`src/rtl/pc_fetch_unit_pkg.sv`:
```
`default_nettype none
// +--------------------------------------------------------------------------+
// | pc_fetch_unit_pkg : shared constants and state encoding for fetch stage   |
// | rev 1.0                                                                   |
// +--------------------------------------------------------------------------+
package pc_fetch_unit_pkg;

  localparam logic [31:0] RESET_PC  = 32'h0000_0000;
  localparam logic [31:0] NOP_INSTR = 32'h0000_0000;
  localparam logic [31:0] PC_STEP   = 32'd4;

  typedef enum logic [0:0] {
    RUN  = 1'b0,
    SPEC = 1'b1
  } fetch_state_t;

endpackage : pc_fetch_unit_pkg
`default_nettype wire

```
`src/rtl/pc_fetch_unit_if.sv`:
```
`default_nettype none
// +--------------------------------------------------------------------------+
// | pc_fetch_unit_if : control, memory and IF/ID signals of the fetch stage   |
// | rev 1.0                                                                   |
// +--------------------------------------------------------------------------+
interface pc_fetch_unit_if;

  logic        Stall;
  logic        BranchAddress_mux;
  logic [31:0] BranchTarget;
  logic        AdderMux;
  logic        Flush;
  logic        Jump;
  logic [31:0] JumpTarget;
  logic [31:0] InstrMem;
  logic [31:0] PC;
  logic [31:0] Instr_id;
  logic [31:0] PC_id;
  logic        Valid_id;
  logic        Speculating;

  modport master (
    output Stall, BranchAddress_mux, BranchTarget, AdderMux, Flush,
           Jump, JumpTarget, InstrMem,
    input  PC, Instr_id, PC_id, Valid_id, Speculating
  );

  modport slave (
    input  Stall, BranchAddress_mux, BranchTarget, AdderMux, Flush,
           Jump, JumpTarget, InstrMem,
    output PC, Instr_id, PC_id, Valid_id, Speculating
  );

endinterface : pc_fetch_unit_if
`default_nettype wire

```
`src/rtl/pc_fetch_unit_pc_next_mux.sv`:
```
`default_nettype none
// +--------------------------------------------------------------------------+
// | pc_next_mux : combinational next-PC selection (recover > stall > branch   |
// | > jump > sequential).                                 rev 1.0             |
// +--------------------------------------------------------------------------+
module pc_next_mux
  import pc_fetch_unit_pkg::*;
(
  input  logic [31:0] pc,
  input  logic [31:0] recoverAddr,
  input  logic [31:0] branchTarget,
  input  logic [31:0] jumpTarget,
  input  logic        recoverEn,
  input  logic        stall,
  input  logic        branchSel,
  input  logic        jump,
  output logic [31:0] nextPc
);

  always_comb begin
    nextPc = pc + PC_STEP;  // natural 32-bit wrap
    if (recoverEn)      nextPc = recoverAddr;
    else if (stall)     nextPc = pc;
    else if (branchSel) nextPc = branchTarget;
    else if (jump)      nextPc = jumpTarget;
  end

endmodule : pc_next_mux
`default_nettype wire

```
`src/rtl/pc_fetch_unit.sv`:
```
`default_nettype none
// +--------------------------------------------------------------------------+
// | pc_fetch_unit : PC register, IF/ID register and branch-speculation FSM    |
// | rev 1.0                                                                   |
// +--------------------------------------------------------------------------+
module pc_fetch_unit
  import pc_fetch_unit_pkg::*;
(
  input  logic              clk,
  input  logic              reset,
  pc_fetch_unit_if.slave    bus
);

  fetch_state_t r_state, w_stateNext;
  logic [1:0]   r_count, w_countNext;
  logic [31:0]  r_recoverAddr, w_recoverNext;
  logic [31:0]  r_pc, w_nextPc;
  logic [31:0]  r_instrId;
  logic [31:0]  r_pcId;
  logic         r_validId;
  logic         w_recoverEn;

  // A recovery request only means something while a prediction is outstanding
  assign w_recoverEn = bus.AdderMux && (r_state == SPEC);

  pc_next_mux u_next_mux (
    .pc           (r_pc),
    .recoverAddr  (r_recoverAddr),
    .branchTarget (bus.BranchTarget),
    .jumpTarget   (bus.JumpTarget),
    .recoverEn    (w_recoverEn),
    .stall        (bus.Stall),
    .branchSel    (bus.BranchAddress_mux),
    .jump         (bus.Jump),
    .nextPc       (w_nextPc)
  );

  always_ff @(posedge clk) begin
    if (reset) begin
      r_state       <= RUN;
      r_count       <= 2'd0;
      r_recoverAddr <= 32'd0;
    end else begin
      r_state       <= w_stateNext;
      r_count       <= w_countNext;
      r_recoverAddr <= w_recoverNext;
    end
  end

  always_comb begin
    w_stateNext   = r_state;
    w_countNext   = r_count;
    w_recoverNext = r_recoverAddr;
    if (w_recoverEn) begin
      w_stateNext = RUN;
      w_countNext = 2'd0;
    end else if (!bus.Stall) begin
      if (bus.BranchAddress_mux) begin
        // The branch sits in ID, so its fall-through is PC_id + 4
        w_stateNext   = SPEC;
        w_countNext   = 2'd0;
        w_recoverNext = r_pcId + PC_STEP;
      end else if (r_state == SPEC) begin
        if (r_count == 2'd1) begin
          w_stateNext = RUN;
          w_countNext = 2'd0;
        end else begin
          w_countNext = r_count + 2'd1;
        end
      end
    end
  end

  always_ff @(posedge clk) begin
    if (reset) begin
      r_pc      <= RESET_PC;
      r_instrId <= NOP_INSTR;
      r_pcId    <= 32'd0;
      r_validId <= 1'b0;
    end else begin
      r_pc <= w_nextPc;
      if (w_recoverEn || bus.Flush) begin
        r_instrId <= NOP_INSTR;
        r_validId <= 1'b0;
      end else if (!bus.Stall) begin
        r_instrId <= bus.InstrMem;
        r_pcId    <= r_pc;
        r_validId <= 1'b1;
      end
    end
  end

  assign bus.PC          = r_pc;
  assign bus.Instr_id    = r_instrId;
  assign bus.PC_id       = r_pcId;
  assign bus.Valid_id    = r_validId;
  assign bus.Speculating = (r_state == SPEC);

endmodule : pc_fetch_unit
`default_nettype wire

```
`src/flat_wrapper.sv`:
```
// flat-port wrapper written by rule: the top's interface ports become plain ports
module pc_fetch_unit_flat import pc_fetch_unit_pkg::*;
  (clk, reset, bus_Stall, bus_BranchAddress_mux, bus_BranchTarget, bus_AdderMux, bus_Flush, bus_Jump, bus_JumpTarget, bus_InstrMem, bus_PC, bus_Instr_id, bus_PC_id, bus_Valid_id, bus_Speculating);
  pc_fetch_unit_if bus_i ();
  input  logic clk;
  input  logic reset;
  input wire logic [$bits(bus_i.Stall)-1:0] bus_Stall;
  input wire logic [$bits(bus_i.BranchAddress_mux)-1:0] bus_BranchAddress_mux;
  input wire logic [$bits(bus_i.BranchTarget)-1:0] bus_BranchTarget;
  input wire logic [$bits(bus_i.AdderMux)-1:0] bus_AdderMux;
  input wire logic [$bits(bus_i.Flush)-1:0] bus_Flush;
  input wire logic [$bits(bus_i.Jump)-1:0] bus_Jump;
  input wire logic [$bits(bus_i.JumpTarget)-1:0] bus_JumpTarget;
  input wire logic [$bits(bus_i.InstrMem)-1:0] bus_InstrMem;
  output wire logic [$bits(bus_i.PC)-1:0] bus_PC;
  output wire logic [$bits(bus_i.Instr_id)-1:0] bus_Instr_id;
  output wire logic [$bits(bus_i.PC_id)-1:0] bus_PC_id;
  output wire logic [$bits(bus_i.Valid_id)-1:0] bus_Valid_id;
  output wire logic [$bits(bus_i.Speculating)-1:0] bus_Speculating;
  assign bus_i.Stall = bus_Stall;
  assign bus_i.BranchAddress_mux = bus_BranchAddress_mux;
  assign bus_i.BranchTarget = bus_BranchTarget;
  assign bus_i.AdderMux = bus_AdderMux;
  assign bus_i.Flush = bus_Flush;
  assign bus_i.Jump = bus_Jump;
  assign bus_i.JumpTarget = bus_JumpTarget;
  assign bus_i.InstrMem = bus_InstrMem;
  assign bus_PC = bus_i.PC;
  assign bus_Instr_id = bus_i.Instr_id;
  assign bus_PC_id = bus_i.PC_id;
  assign bus_Valid_id = bus_i.Valid_id;
  assign bus_Speculating = bus_i.Speculating;
  pc_fetch_unit u_core (.clk(clk), .reset(reset), .bus(bus_i));
endmodule
```
`config.mk`:
```
export PLATFORM = sky130hd
export DESIGN_NAME = pc_fetch_unit_flat
export DESIGN_NICKNAME = d
export VERILOG_FILES = /design/src/rtl/pc_fetch_unit_pkg.sv /design/src/rtl/pc_fetch_unit_if.sv /design/src/rtl/pc_fetch_unit_pc_next_mux.sv /design/src/rtl/pc_fetch_unit.sv /design/src/flat_wrapper.sv
export SDC_FILE = /design/constraint.sdc
export NUM_CORES = 1
export LEC_CHECK = 0
export ABC_AREA = 1
export CELL_PAD_IN_SITES_DETAIL_PLACEMENT = 2
export CELL_PAD_IN_SITES_GLOBAL_PLACEMENT = 2
export CORE_MARGIN = 4
export CORE_UTILIZATION = 27
export DETAILED_ROUTE_END_ITERATION = 10
export HOLD_SLACK_MARGIN = 0.1
export PLACE_DENSITY = 0.83
export SLEW_MARGIN = 20
export SYNTH_ARGS = -nofsm -noshare
export SYNTH_HDL_FRONTEND = slang
export SYNTH_SLANG_ARGS = --single-unit
```
`constraint.sdc`:
```
create_clock -name clk -period 4 [get_ports clk]
set_input_delay 0.8 -clock clk [delete_from_list [all_inputs] [get_ports clk]]
set_output_delay 0.8 -clock clk [all_outputs]
set_load 0.005 [all_outputs]
```
==> flow_summary.toml <==
[outcome]
outcome = "complete, no violations"

[synthesis]
async_reset_ff_frac = 0
synth_top_area_share = 0.359
synth_most_common_cell = "nand2_1"
synth_area_leaders = "dfxtp_1 (36%), nand2_1 (18%), a21oi_1 (7.1%)"
synth.net_count = 1247
synth-edff-count = 0
synth_flop_cell = "dfxtp_1"
yosysSeqAreaShare = 0.359
avgSynthCellArea_um2 = 6.45
synth_area_leader_cell = "dfxtp_1"
ys_types = 43
yosys_register_bits = 132
syn_area_um2 = 7360
synth_cells = 1142
yosys_warnings = 0
synth_commonest_cells = "nand2_1 (349), dfxtp_1 (132), inv_1 (131)"

[routing]
drcViolationCount = 0
avgRoutedWirePerCell_um = 19.9
vias_per_cell = 5.00
drtIter0Drc = 420
ant_nets = 0
wl_um = 33200
drt-pass1-iter-count = 4
num_vias = 8354

[power]
p_switching_mw = 1.10
irDropWorstVdd_v = 0.000213
combPwrFrac = 0.160
pwr-share-clk = 0.426
p_leak_nw = 3.86
switching_share = 0.308
p_seq_frac = 0.414
totalPowerFinal_mw = 3.58
internal-power_mw = 2.48
powerDensity_nw_per_um2 = 353

[timing]
tightest_slew_ns = 0.950
layout_min_cycle_time_ns = 2.82
finalSetupTns_ns = 0
setup_viol = 0
slew_violations = 0
finClkSkew_ns = 0.0100
hold_ws_ns = 0.459
hold_violations = 0
rsz0062_at_grt = "no"
slew-limit-headroom = 0.366
finalCritPeriodShare = 0.704
fmax_ghz = 0.355

[worst_setup_path]
endpoint_kind = "register"
r2r-start = "u_core.bus.Speculating"
critical_path.endpoint = "u_core.bus.PC_id[15]"
slowest_stage = "clkdlybuf4s50_1"
r2r_setup_slack_ns = 1.59
cp-start-kind = "input port"
cpPeakStageDelay_ns = 0.50
r2r-end = "u_core.bus.PC_id[15]"
cp.required_ns = 4.35
cp_max_fo = 58
path_cells = "clkdlybuf4s50_1 > nand2_4 > inv_2 > nor2_4 > nand2_1 > buf_4 > o21ai_0 > a21oi_1"
critPathKind = "in2reg"
crit_path_start = "bus_AdderMux"
cp.arrival_ns = 3.17
reg2reg_depth = 7

[clock_tree]
clkTransAtPathRegs_ns = 0.06
cts-root-buf = "clkbuf_16"
cts_resized = 0
cts_buffer_depth = 2
cts_sinks = 132
clkLatencyLatePin_ns = 0.43
htree_levels = 4
post_cts_buffers = 0
tritoncts = "yes"
hold_buffers = 0
numCtsBuffers = 17

[floorplan]
core_area_um2 = 26900
die_h_um = 173
die_x_um = 173
placementRows = 60
start_util = 0.274
fp.dieArea_um2 = 30000
io_pins = 201

[cells_and_area]
finalNetCount = 1422
nFillCells = 3221
area.sequential_um2 = 2640
fin_cells = 1671
syn2layout_area_growth_pct = 37.8
diodes = 0
drive_above_1_share = 0.0714
multi_input_area_um2 = 3910

[place]
gp_congestion = 0.830
dp.cells = 1639
io_buffers = 200
hpwl_um = 25200

[worst_hold_path]
hold_class = "reg2reg"

[grt]
grt_pass1_wl_um = 52000
grt_use_total = 0.217
overflow = 0
antenna_found_initial = 0
grt_max_degree = 59
grt_pass1_vias = 9196

[job]
max-cap-violations = 0
stage by stage:
step	worst slack (ns)	area [µm²]	util
floorplan	2.11	7360	-
global placement	0.732	9590	0.357
detailed placement	0.735	9590	0.357
CTS	1.16	10100	0.377
global route	1.03	10100	0.377
finish	1.18	10100	0.377
cell type report:
cell class	instances	share of cell area
clock buffers	17	0.0419
clock inverters	15	0.0130
inverters	140	0.0526
multi-input cells	816	0.386
flip-flops and latches	132	0.261
well taps	341	0.0421
repair buffers	210	0.204
worst max-delay path, delay by kind of cell:
kind | cells | cell delay [ns]
buffers and inverters | 3 | 1.46
AOI/OAI and AO/OA | 2 | 0.51
and+or+nand+nor | 3 | 0.34
metal layers:
metal,GRT usage,part of all wire
met1,0.264,0.42
met2,0.395,0.51
met3,0.0337,0.044
met4,0.0675,0.024
met5,0,0
registers in the layout, summed over array words and instances, names as in the netlist:
signal,flops
u_core.bus.PC_id,32
u_core.bus.Valid_id,1
u_core.r_recoverAddr,32
u_core.bus.Instr_id,32
u_core.bus.Speculating,1
u_core.r_count,2
u_core.bus.PC,32
cell families (layout without fill, tap and decap cells):
group / Yosys count / count (layout) / synth area share
and+or+nand+nor: 572 / 572 / 0.339
AOI/OAI and AO/OA: 219 / 219 / 0.162
buffers and inverters: 194 / 382 / 0.110
DFF: 132 / 132 / 0.359
xor gates and xnor gates: 23 / 23 / 0.0274
adders and majority gates: 2 / 2 / 0.00340
worst min path at each step:
stage / cells after the start / slack, ns / endpoint / startpoint
2_1_floorplan: 2 / 0.41 / u_core.r_count[1] / u_core.r_count[1]
3_3_place_gp: 2 / 0.42 / u_core.r_count[1] / u_core.r_count[1]
3_5_place_dp: 2 / 0.43 / u_core.r_count[1] / u_core.r_count[1]
4_1_cts: 2 / 0.47 / u_core.bus.Instr_id[31] / u_core.bus.Instr_id[31]
5_1_grt: 2 / 0.49 / u_core.r_count[1] / u_core.r_count[1]
6_report: 2 / 0.46 / u_core.bus.Instr_id[31] / u_core.bus.Instr_id[31]
layout by cell type (no fill, tap or decap), types with 7 or more instances in the layout:
| master | count |
|---|---|
| nand2_1 | 349 |
| clkdlybuf4s50_1 | 199 |
| dfxtp_1 | 132 |
| inv_1 | 130 |
| a21oi_1 | 105 |
| nand3_1 | 84 |
| nor2_1 | 80 |
| o21ai_0 | 62 |
| xor2_1 | 20 |
| clkbuf_16 | 17 |
| nor2_4 | 13 |
| o211ai_1 | 13 |
| nor3_1 | 11 |
| o22ai_1 | 10 |
| buf_4 | 10 |
| inv_6 | 9 |
| o21ai_1 | 9 |
| nand2_2 | 8 |
| a31oi_1 | 7 |
power by group through the flow:
stage	clock network (mW)	logic [mW]	registers [mW]
5_1_grt	1.62	0.631	1.49
6_report	1.52	0.573	1.48
4_1_cts	1.55	0.582	1.48
3_3_place_gp	0	0.559	1.51
3_5_place_dp	0	0.576	1.51
2_1_floorplan	0	0.269	1.48
No activity file was read; power rests on OpenSTA's default activity.
==> RTL change 1, RTL diff (same flow settings) <==
`r_recoverAddr` no longer has a reset.
--- a/src/rtl/pc_fetch_unit.sv
+++ b/src/rtl/pc_fetch_unit.sv
@@ -40,10 +40,12 @@
       r_state       <= RUN;
       r_count       <= 2'd0;
-      r_recoverAddr <= 32'd0;
     end else begin
       r_state       <= w_stateNext;
       r_count       <= w_countNext;
-      r_recoverAddr <= w_recoverNext;
     end
+  end
+
+  always_ff @(posedge clk) begin
+    r_recoverAddr <= w_recoverNext;
   end
 
Function: same outputs for any inputs over 4 cycles, from zero or initial values and one cycle with reset high; that may be too few to reach the edited logic, so the function may still have changed.
==> RTL change 1 against the original RTL <==
- sequential share of layout area is 4.0 points higher
- worst setup slack worse by 250 ps
- largest power group unchanged
- first-iteration DRC count is 21% lower
- highest routed layer is now met5
- cell area is 2.9% lower
- critical path type unchanged
- area after synthesis is 5.6% lower
- synthesized cell count is 13% lower
- sequential power is 3% higher
- power is 1.9% higher
- sequential cell count stayed put
- wire length is 8.0% lower
- clock skew hardly changed
==> RTL change 1: results (changes against the original RTL) <==
status: "completed"
h-tree-depth: 4  # unchanged
drive_above_1_share_pct: 6.58  # -0.57 points
cp_max_fo: 19  # -67%
grt_use_total_pct: 21.4  # -0.39 points
synthTopCellsByCount: "nand2_1, dfxtp_1, a21oi_1"
slew_headroom_pct: 35.9  # -0.70 points
antenna_found_initial: 1  # +1
cp_slowest_stage_delay_ps: 670  # +170 ps
synth_cell_types: 36  # -16%
place.gp.congestion: 0.829  # about the same
power_leakage_nw: 3.68  # -4.6%
synth_edf_count: 32  # +32
cts_made_buffers: 17  # unchanged
drt_pass1_iterations: 4  # unchanged
cp_slowest_cell: "nor2_1"
synth_nets: 1095  # -12%
placed_cell_area_um2: 9260  # -3.4%
synth_area_leaders: "dfxtp_1, nand2_1, edfxtp_1, a21oi_1, nand3_1"
drtIter0Drc: 331  # -21%
grt_pass1_wl_um: 47300  # -8.9%
final_nets: 1278  # -10%
post-place-ws_ps: 539  # -196 ps
met1_usage_pct: 23.3  # -3.1 points
grt_util_met2_pct: 39.5  # about the same
critPathArrivalTime_ps: 3420  # +250 ps
grt_pass1_vias: 8300  # -9.7%
yosysSeqAreaShare_pct: 42.6  # +6.7 points
vias_per_cell: 4.89  # -2.1%
hpwl_um: 23000  # -8.9%
clock_skew_ps: 9.63  # -0.420 ps
grtUsageMet3_pct: 7.14  # +3.8 points
totalWireLength_um: 30600  # -8.0%
grt_max_degree: 53  # -10%
## RTL change 1: per-stage QoR
| step | power (mW) | hold WS (ps) | std cells |
|---|---|---|---|
| 2_1_floorplan | 1.74 | 452 | 990 |
| 3_3_place_gp | 2.05 | 441 | 1484 |
| 3_5_place_dp | 2.07 | 460 | 1484 |
| 4_1_cts | 3.68 | 470 | 1516 |
| 5_1_grt | 3.80 | 489 | 1516 |
| 6_report | 3.65 | 467 | 1516 |
## RTL change 1: power by group
part | internal [mW] | switching [mW]
registers | 1.43 | 0.0872
clock network | 0.887 | 0.723
logic | 0.252 | 0.262
## RTL change 1: final timing paths
path	start	endpoint	slack [ps]	cells after the start
setup / recovery	bus_AdderMux	u_core.bus.PC[27]$_SDFFE_PP0P_	940	8
hold / removal	u_core.bus.Instr_id[29]$_SDFFE_PP0N_	u_core.bus.Instr_id[29]$_SDFFE_PP0N_	470	2
setup reg to reg	u_core.bus.Speculating$_SDFFE_PP0N_	u_core.bus.PC[27]$_SDFFE_PP0P_	1400	7
hold reg to reg	u_core.bus.Instr_id[29]$_SDFFE_PP0N_	u_core.bus.Instr_id[29]$_SDFFE_PP0N_	470	2
## RTL change 1: logic make-up after synthesis
family / synth area share (%)
buffers and inverters: 7.94
XOR/XNOR: 4.66
AND/OR/NAND/NOR: 32.1
adder cells (fa/ha/maj): 0.360
AO/OA/AOI/OAI: 12.3
flip-flops: 42.6
## RTL change 1: per-layer routing
layer | wire [um] | vias up
met1 | 11900 | 3629
met2 | 15800 | 197
met4 | 571 | 2
li1 | - | 3556
met5 | 12 | -
met3 | 2260 | 35
## RTL change 1: worst register-to-register path, cell delays in order (launching register included)
cell and delay [ps]:
dfxtp_1 350, nand2_1 140, inv_2 140, nor2_1 670, inv_1 610, o21ai_0 390
inv_1 70, a21oi_1 150
## RTL change 1: final cells by class
type	count	area, um^2
Clock buffer	17	425
Clock inverter	15	163
Fill cell	2951	15400
Inverter	95	358
Multi-Input combinational cell	716	3440
Sequential cell	132	2960
Tap cell	330	413
Timing Repair Buffer	211	2080
==> RTL change 2, RTL diff (same settings) <==
Made on the original files. Reset style: asynchronous (`reset`), changed in 2 clocked blocks.
--- a/src/rtl/pc_fetch_unit.sv
+++ b/src/rtl/pc_fetch_unit.sv
@@ -36,5 +36,5 @@
   );
 
-  always_ff @(posedge clk) begin
+  always_ff @(posedge clk or posedge reset) begin
     if (reset) begin
       r_state       <= RUN;
@@ -72,5 +72,5 @@
   end
 
-  always_ff @(posedge clk) begin
+  always_ff @(posedge clk or posedge reset) begin
     if (reset) begin
       r_pc      <= RESET_PC;
Behaviour: differs if reset is asserted again (counterexample within 4 cycles, from zero or initial values and one cycle with reset high); with reset held inactive, the same outputs for 4 cycles.
==> RTL change 2 against the original RTL <==
- cell count down 0.60%
- cell area up 4.6%
- via count fell by 2.8%
- global-route usage down 0.35 points
- area after synthesis is 4.4% higher
- first-iteration DRC count grew 5.7%
- wire length is 0.51% lower
- sequential cell count stayed put
- worst setup slack worse by 30 ps
- critical endpoint is now u_core.bus.PC[1]$_DFFE_PP0P_
- highest routed layer unchanged
Power is not compared: it rests on default switching activity, and its combinational part moved more than twofold at a synthesized area within 25%.
==> RTL change 2: results (changes against the original RTL) <==
synthTopCellsByCount: "nand2_1, nand3_1, dfrtp_1"
wl_per_cell_um: 19.9  # about the same
hpwl_um: 24800  # -1.6%
synth_area_leaders: "dfrtp_1, nand2_1, nand3_1, inv_1, o21ai_0"
placed_cell_area_um2: 10100  # +4.9%
grt_max_degree: 133  # +130%
drtIter0Drc: 444  # +5.7%
final_nets: 1375  # -3.3%
vias_per_cell: 4.89  # -2.3%
rr_startpoint: "u_core.bus.Speculating$_DFFE_PP0P_"
grt_util_met2_pct: 36.1  # -3.3 points
status: "completed"
grt_pass1_vias: 8982  # -2.3%
post-place-ws_ps: 618  # -118 ps
met1_usage_pct: 27.8  # +1.4 points
grtUsageMet3_pct: 5.62  # +2.3 points
drt_pass1_iterations: 5  # +1
slew_headroom_pct: 44.0  # +7.4 points
critPathArrivalTime_ps: 3150  # -20 ps
cp_max_fo: 24  # -59%
worstSetupStartpoint: "bus_BranchAddress_mux"
fill_cells: 3316  # +2.9%
synth_cell_types: 40  # -7.0%
clock_skew_ps: 12.5  # +2.45 ps
grt_use_total_pct: 21.4  # -0.35 points
drive_above_1_share_pct: 6.70  # -0.44 points
yosysSeqAreaShare_pct: 43.0  # +7.1 points
RTL change 2: changes by cell type after synthesis, moves of 6 or more:
cell	change
dfrtp_1	+132
dfxtp_1	-132
a21oi_1	-103
nand3_1	+80
nand2_1	+37
nor2_1	-25
inv_1	-16
o21ai_0	+9
clkbuf_1	-7
o211ai_1	-7
o21ai_1	-7
buf_4	-6
RTL change 2: final cells by class:
class	instances	area [um^2]	share of cell area, %
clock inverter	14	121	1.14
clock buffer	18	429	4.05
tap	378	473	4.46
timing repair buffer	212	2120	20.0
multi-input combinational	788	3710	35.0
inverter	119	453	4.27
sequential	132	3300	31.2
RTL change 2: kinds of logic (layout without fill, tap and decap cells):
family,after synthesis,in the layout,share of synthesized area (%)
buf+inv,167,363,8.82
xor+xnor,19,19,2.16
compound gates,103,103,7.40
flops,132,132,43.0
fa+ha+maj,2,2,0.325
mux,5,5,0.732
simple gates,659,659,37.6
RTL change 2: power by group:
part | leakage, nW | switching, mW | internal (mW)
logic | 2.85 | 0.920 | 0.814
registers | 1.72 | 0.507 | 1.69
clock network | 0.266 | 0.706 | 0.813
RTL change 2: critical path, cell delays in order:
cell             delay, ps
clkdlybuf4s50_1        830
or2_1                  560
inv_4                  270
o21ai_0                370
inv_1                  140
nand2_1                 80
o21ai_0                 80
RTL change 2: metal layers:
| layer | vias up | share of wire [%] |
|---|---|---|
| met2 | 193 | 48 |
| met4 | 0 | 1.3 |
| met5 | - | 0 |
| li1 | 3818 | - |
| met1 | 4076 | 45 |
| met3 | 29 | 5.9 |
RTL change 2: through the flow:
step,cells,utilization (%)
CTS,1661,38.0
global placement,1629,36.0
detailed placement,1629,36.0
floorplan,1087,-
finish,1661,38.0
global route,1661,38.0
RTL change 2: final timing paths:
check / endpoint / slack [ps]
worst max-delay path: u_core.bus.PC[1]$_DFFE_PP0P_ / 1150
worst min-delay path: u_core.r_count[1]$_DFFE_PP0P_ / 490
worst max register to register: u_core.bus.PC_id[24]$_DFFE_PP0P_ / 1670
worst min register to register: u_core.r_count[1]$_DFFE_PP0P_ / 490
max in group asynchronous: u_core.bus.PC_id[24]$_DFFE_PP0P_ / 2440
min in group asynchronous: u_core.bus.Instr_id[28]$_DFFE_PP0P_ / 880
